[src/rtl/bash_round_scheduler.sv]
// Round sequencer for the whack-a-box game: steps the LFSR box picker, flashes the chosen
// box through the VGA drawer, times the player's hit window and keeps score/misses/rounds.
module bash_round_scheduler #(
    parameter int unsigned WINDOW_CYCLES = 32'd50000000,
    parameter int unsigned GAP_CYCLES    = 32'd12500000,
    parameter int unsigned ROUNDS        = 32'd16,
    parameter int unsigned MAX_MISSES    = 32'd3,
    parameter int unsigned MAX_RETRY     = 32'd3
) (
    input  logic       CLOCK_50,
    input  logic       reset_signal,
    input  logic       start,
    input  logic [2:0] lfsr_box,
    output logic       lfsr_step,
    output logic       draw_req,
    input  logic       draw_ack,
    input  logic       hit_valid,
    input  logic [2:0] hit_box,
    output logic [2:0] show_box,
    output logic       show_valid,
    output logic [7:0] score,
    output logic [2:0] misses,
    output logic [7:0] round_num,
    output logic       game_over
);

    localparam logic [2:0] S_IDLE   = 3'd0;
    localparam logic [2:0] S_STEP   = 3'd1;
    localparam logic [2:0] S_CAPT   = 3'd2;
    localparam logic [2:0] S_DRAW   = 3'd3;
    localparam logic [2:0] S_ARMED  = 3'd4;
    localparam logic [2:0] S_RESULT = 3'd5;
    localparam logic [2:0] S_GAP    = 3'd6;
    localparam logic [2:0] S_OVER   = 3'd7;

    localparam int WIN_W = (WINDOW_CYCLES > 32'd1) ? $clog2(WINDOW_CYCLES) : 32'd1;
    localparam int GAP_W = (GAP_CYCLES > 32'd1) ? $clog2(GAP_CYCLES) : 32'd1;

    logic [2:0]       state_r, state_s;
    logic             start_q_r;
    logic [2:0]       cur_box_r, cur_box_s;
    logic [2:0]       prev_box_r, prev_box_s;
    logic [7:0]       retry_r, retry_s;
    logic [WIN_W-1:0] win_cnt_r, win_cnt_s;
    logic [GAP_W-1:0] gap_cnt_r, gap_cnt_s;
    logic             hit_r, hit_s;
    logic [7:0]       score_s;
    logic [2:0]       misses_s;
    logic [7:0]       round_s;
    logic             start_edge_s;
    logic             box_ok_s;

    // Next-state and next-datapath logic for the round sequencer.
    always_comb begin
        state_s      = state_r;
        cur_box_s    = cur_box_r;
        prev_box_s   = prev_box_r;
        retry_s      = retry_r;
        win_cnt_s    = win_cnt_r;
        gap_cnt_s    = gap_cnt_r;
        hit_s        = hit_r;
        score_s      = score;
        misses_s     = misses;
        round_s      = round_num;
        start_edge_s = start & ~start_q_r;
        box_ok_s     = (lfsr_box >= 3'd2) && (lfsr_box <= 3'd5);

        case (state_r)
            S_IDLE, S_OVER: begin
                if (start_edge_s) begin
                    score_s    = 8'd0;
                    misses_s   = 3'd0;
                    round_s    = 8'd0;
                    retry_s    = 8'd0;
                    prev_box_s = 3'd0;
                    state_s    = S_STEP;
                end else begin
                    state_s    = state_r;
                end
            end
            S_STEP: begin
                state_s = S_CAPT;
            end
            S_CAPT: begin
                // Re-roll invalid or repeated boxes until the retry budget runs out.
                if ((!box_ok_s || (lfsr_box == prev_box_r)) && (retry_r < 8'(MAX_RETRY))) begin
                    retry_s = retry_r + 8'd1;
                    state_s = S_STEP;
                end else begin
                    cur_box_s  = box_ok_s ? lfsr_box : 3'd2;
                    prev_box_s = box_ok_s ? lfsr_box : 3'd2;
                    retry_s    = 8'd0;
                    state_s    = S_DRAW;
                end
            end
            S_DRAW: begin
                if (draw_ack) begin
                    win_cnt_s = WIN_W'(WINDOW_CYCLES - 32'd1);
                    state_s   = S_ARMED;
                end else begin
                    state_s   = S_DRAW;
                end
            end
            S_ARMED: begin
                // A hit on the last window cycle still wins over the timeout.
                if (hit_valid) begin
                    hit_s   = (hit_box == cur_box_r);
                    state_s = S_RESULT;
                end else if (win_cnt_r == {WIN_W{1'b0}}) begin
                    hit_s   = 1'b0;
                    state_s = S_RESULT;
                end else begin
                    win_cnt_s = win_cnt_r - {{(WIN_W-1){1'b0}}, 1'b1};
                end
            end
            S_RESULT: begin
                if (hit_r) begin
                    if (score != 8'hFF) begin
                        score_s = score + 8'd1;
                    end else begin
                        score_s = score;
                    end
                end else begin
                    misses_s = misses + 3'd1;
                end
                round_s = round_num + 8'd1;
                if ((misses_s == 3'(MAX_MISSES)) || (round_s == 8'(ROUNDS))) begin
                    state_s = S_OVER;
                end else begin
                    gap_cnt_s = GAP_W'(GAP_CYCLES - 32'd1);
                    state_s   = S_GAP;
                end
            end
            S_GAP: begin
                if (gap_cnt_r == {GAP_W{1'b0}}) begin
                    state_s = S_STEP;
                end else begin
                    gap_cnt_s = gap_cnt_r - {{(GAP_W-1){1'b0}}, 1'b1};
                end
            end
            default: begin
                state_s = S_IDLE;
            end
        endcase
    end

    // State, datapath and outputs; outputs are decoded from the next state so they line up with it.
    always_ff @(posedge CLOCK_50 or posedge reset_signal) begin
        if (reset_signal) begin
            state_r    <= S_IDLE;
            start_q_r  <= 1'b0;
            cur_box_r  <= 3'd0;
            prev_box_r <= 3'd0;
            retry_r    <= 8'd0;
            win_cnt_r  <= {WIN_W{1'b0}};
            gap_cnt_r  <= {GAP_W{1'b0}};
            hit_r      <= 1'b0;
            score      <= 8'd0;
            misses     <= 3'd0;
            round_num  <= 8'd0;
            lfsr_step  <= 1'b0;
            draw_req   <= 1'b0;
            show_box   <= 3'd0;
            show_valid <= 1'b0;
            game_over  <= 1'b0;
        end else begin
            state_r    <= state_s;
            start_q_r  <= start;
            cur_box_r  <= cur_box_s;
            prev_box_r <= prev_box_s;
            retry_r    <= retry_s;
            win_cnt_r  <= win_cnt_s;
            gap_cnt_r  <= gap_cnt_s;
            hit_r      <= hit_s;
            score      <= score_s;
            misses     <= misses_s;
            round_num  <= round_s;
            lfsr_step  <= (state_s == S_STEP);
            draw_req   <= (state_s == S_DRAW);
            show_box   <= ((state_s == S_DRAW) || (state_s == S_ARMED)) ? cur_box_s : 3'd0;
            show_valid <= (state_s == S_ARMED);
            game_over  <= (state_s == S_OVER);
        end
    end

endmodule

[config.mk]
export PLATFORM = sky130hd
export DESIGN_NAME = bash_round_scheduler
export DESIGN_NICKNAME = d
export VERILOG_FILES = /design/src/rtl/bash_round_scheduler.sv
export SDC_FILE = /design/constraint.sdc
export NUM_CORES = 1
export LEC_CHECK = 0
export CAP_MARGIN = 20
export CORE_ASPECT_RATIO = 0.8
export CORE_MARGIN = 1.5
export CORE_UTILIZATION = 50
export CTS_CLUSTER_SIZE = 8
export DETAILED_ROUTE_END_ITERATION = 8
export GPL_TIMING_DRIVEN = 0
export PLACE_DENSITY = 0.7
export SKIP_CTS_REPAIR_TIMING = 1
export SYNTH_ARGS = -nofsm -noshare
export SYNTH_HDL_FRONTEND = slang
export SYNTH_SLANG_ARGS = --single-unit
[constraint.sdc]
create_clock -name CLOCK_50 -period 5.9 [get_ports CLOCK_50]
set_input_delay 1.18 -clock CLOCK_50 [delete_from_list [all_inputs] [get_ports CLOCK_50]]
set_output_delay 1.18 -clock CLOCK_50 [all_outputs]
set_load 0.01 [all_outputs]
==> impl.org <==
** Status
- Status :: finished clean

** Critical path
- Together, buffers and inverters on the worst path number 2.
- Stage delay of the slowest cell on the critical path :: 0.47 ns
- STA puts the critical path data required time at 6.15 ns.
- Worst Path Max Fanout :: 9
- Slowest-stage cell, CP :: clkdlybuf4s50_1
- On the critical path the largest part of the delay comes from buffers and inverters.
- Data arrival time at the worst-slack endpoint :: 3.42 ns
- Sequence of cells on the critical path :: clkdlybuf4s50_1 > nor2b_1 > o21a_1 > clkbuf_1 > nor2_1 > a21o_1 > mux2_2
- STA classifies the critical path endpoint as a register.
- The worst setup path is launched from a primary input.
- Critical path type :: primary input to register

** Timing
- Setup violations remaining at the end of the flow were counted as 0.
- Slew at the pin closest to its max-slew limit :: 0.736 ns
- Layout Skew :: 0.00956 ns
- Hold violation total from the final report :: 0
- Ratio of final minimum period to clock period :: 53.9%
- The worst pin sits at a relative slew slack of 50.5%.
- Max-slew violation count :: 0
- Setup slack on the critical path of the routed design comes to 2.72 ns.
- Post-layout minimum cycle time :: 3.18 ns
- Setup repair after global routing left no endpoint under its margin.
- Timing would allow up to 315 MHz.
- Setup Total Neg Slack :: 0 ns

** Synth
- The most used flip-flop cell after synthesis is dfrtp_1.
- In the synthesized netlist, the number of instances is 541.
- Count of yosys warnings during synthesis :: 0
- Number of enable-type register cells in the synthesized netlist :: 0
- Yosys mapped the design onto 71 distinct sky130hd cell types.
- Sequential cells were found to cover 47.0% of the synthesized design area.
- After synthesis the netlist holds a flip-flop and latch count of 95.
- Summed instance area of the synthesized netlist :: 5050 um^2
- Average cell area after synthesis :: 9.34 um^2
- Total nets after synthesis :: 558
- Counting flops with an async set or reset pin after synthesis yields a share of 100%.

** Global routing
- After global routing the overflow that remains totals 0.
- Entering global routing, the biggest net connects 66 pins.
- Global-route wire length before repair :: 18700 um
- Initial antenna violation count :: 0
- Via count of the first global-routing pass :: 3966
- Global routing used 22.1% of the available tracks across all layers.

** Route
- Dividing the detail-routed wire length by the instance count gives 15.0 um.
- In this run the remaining antenna-violating nets after routing total 0.
- Final routed wirelength across all metal layers :: 10900 um
- After detailed routing, the number of remaining DRC violations is 0.
- For this block, the initial DRC count from the detailed router was 340.
- For this run, the detailed router's first-pass iteration total came to 5.
- After detailed routing, the number of vias per cell comes to 5.79.
- The routed layout has 4227 vias.

** Layout
- Fillers :: 849
- Net count, final :: 606
- Leading cell type in the layout, fill and taps excluded :: dfrtp_1
- Of the cells placed in the final design, the portion with a size suffix greater than 1 is 8.42%.
- Final standard cell area without fillers :: 5910 um^2
- Layout overhead on the synthesized area :: 17.0%
- The number of antenna diodes in the final layout is 0.
- Leaving out fill and tap cells, the most frequent cells in the layout are dfrtp_1 (95), nor2_1 (69), nand2_1 (64).

** Placed design
- Dpl ws :: 2.33 ns
- Buffers placed on the I/O ports in this run total 36.
- The placed instances occupy a cell area of 5610 um^2.
- The congestion estimate from routability-driven global placement came to 0.816.
- Once detailed placement completed, the half-perimeter wirelength came to 7680 um.

** Clock network
- Num CTS Buffers :: 9
- CTS placed an instance of clkbuf_16 at the clock tree root.
- In this run the deepest clock path goes through 2 buffers.
- At the later pin of the worst-skew pair, clock insertion delay measures 0.36 ns.
- H-Tree Depth :: 3
- TritonCTS built the clock tree.
- Clock-pin slew was measured on the worst setup and hold paths at 0.07 ns.
- Clk sink count :: 95

** Floorplanning
- Area of the die :: 10700 um^2
- Pin placement for this block handled 37 I/O pins.
- The die is 115 um wide.
- Vertical die dimension :: 92.9 um
- After floorplanning, the core was divided into 32 placement rows.
- The core region is 9730 um^2.
- For this configuration, the core starts out at a cell density of 51.9%.

** Power
- For this design the static power due to leakage is 2.41 nW.
- Max rail drop VDD :: 0.000182 V
- Power spread over the standard cell area amounts to 426 nW/um^2.

** Worst hold path
- Min-delay worst type :: register to register

** Flow run
- Max-cap violations in this run came to 0.
-- sequential cells by signal, summed over array words and instances, names as in the netlist, 3 cells and up --
name,cells
win_cnt_r,26
gap_cnt_r,24
retry_r,8
round_num,8
score,8
cur_box_r,3
misses,3
prev_box_r,3
show_box,3
state_r,3
-- power breakdown --
group / internal [mW] / switching (mW) / total (mW)
clock: 0.331 / 0.260 / 0.591
sequential: 0.831 / 0.190 / 1.02
combinational: 0.402 / 0.506 / 0.908
total: 1.56 / 0.955 / 2.52
-- metrics by stage --
stage	utilization, %	std cells	hold WS [ns]	total power [mW]
global placement	57.4	713	0.476	1.90
CTS	60.8	730	0.485	2.53
floorplan	-	541	0.448	1.62
finish	60.8	730	0.490	2.52
global route	60.8	730	0.516	2.69
detailed placement	57.7	714	0.470	1.93
-- area by class of cell --
class,instances,area (um^2),share of cell area (%)
Clock buffer,10,229,3.87
Multi-Input combinational cell,414,2520,42.6
Timing Repair Buffer,37,388,6.56
Buffer,21,119,2.01
Clock inverter,6,70.1,1.18
Tap cell,136,170,2.88
Sequential cell,95,2380,40.2
Inverter,11,43.8,0.741
-- cells by family (layout without fill, tap and decap cells) --
kind of cell / count (synthesis) / after routing / share of synthesized area, %
flip-flops: 95 / 95 / 47.0
buffers and inverters: 32 / 85 / 3.17
AO/OA/AOI/OAI: 123 / 123 / 16.5
XOR/XNOR: 34 / 34 / 5.89
multiplexers: 3 / 3 / 0.619
adder cells (fa/ha/maj): 6 / 6 / 1.49
AND/OR/NAND/NOR: 248 / 248 / 25.3
-- Yosys cell counts (2+ instances only) --
master | number | share of area [%]
a2111oi_2 | 2 | 0.59
a211oi_1 | 3 | 0.45
a21boi_1 | 2 | 0.30
a21o_1 | 6 | 0.89
a21oi_1 | 16 | 1.6
a22o_1 | 2 | 0.35
a31oi_1 | 5 | 0.62
and2_1 | 5 | 0.62
and3_1 | 10 | 1.2
and4_1 | 2 | 0.35
and4b_1 | 2 | 0.40
buf_2 | 5 | 0.50
buf_6 | 3 | 0.67
clkbuf_1 | 12 | 0.89
dfrtp_1 | 95 | 47
ha_1 | 6 | 1.5
inv_1 | 10 | 0.74
mux2i_1 | 2 | 0.40
nand2_1 | 64 | 4.8
nand2b_1 | 6 | 0.74
nand3_1 | 22 | 2.2
nand3b_1 | 4 | 0.59
nand4_1 | 6 | 0.74
nand4b_1 | 2 | 0.35
nor2_1 | 69 | 5.1
nor2b_1 | 5 | 0.62
nor3_1 | 16 | 1.6
nor4_1 | 7 | 0.87
o211ai_1 | 3 | 0.45
o21a_1 | 3 | 0.45
o21ai_0 | 46 | 4.6
o31ai_1 | 15 | 2.2
o41ai_1 | 4 | 0.69
or2_2 | 2 | 0.25
or3_1 | 8 | 0.99
or4_1 | 4 | 0.59
xnor2_1 | 11 | 1.9
xor2_1 | 23 | 4.0
-- final timing paths --
check,from,endpoint,slack (ns),cells past startpoint
setup reg to reg,gap_cnt_r[1],gap_cnt_r[17],3.37,8
min in group asynchronous,reset_signal,gap_cnt_r[6],1.18,2
hold reg to reg,gap_cnt_r[17],gap_cnt_r[17],0.49,1
setup / recovery,start,misses[0],2.72,7
hold / removal,gap_cnt_r[17],gap_cnt_r[17],0.49,1
max in group asynchronous,reset_signal,win_cnt_r[5],4.07,3
-- per-layer routing --
metal | vias up | GRT usage [%] | share of wire (%)
met2 | 120 | 34.0 | 45
met5 | - | 0 | 0
met3 | 14 | 4.58 | 4.5
li1 | 2014 | - | -
met4 | 0 | 7.61 | 1.4
met1 | 2079 | 31.1 | 49
Note: power is estimated with default switching activity, not from simulation.
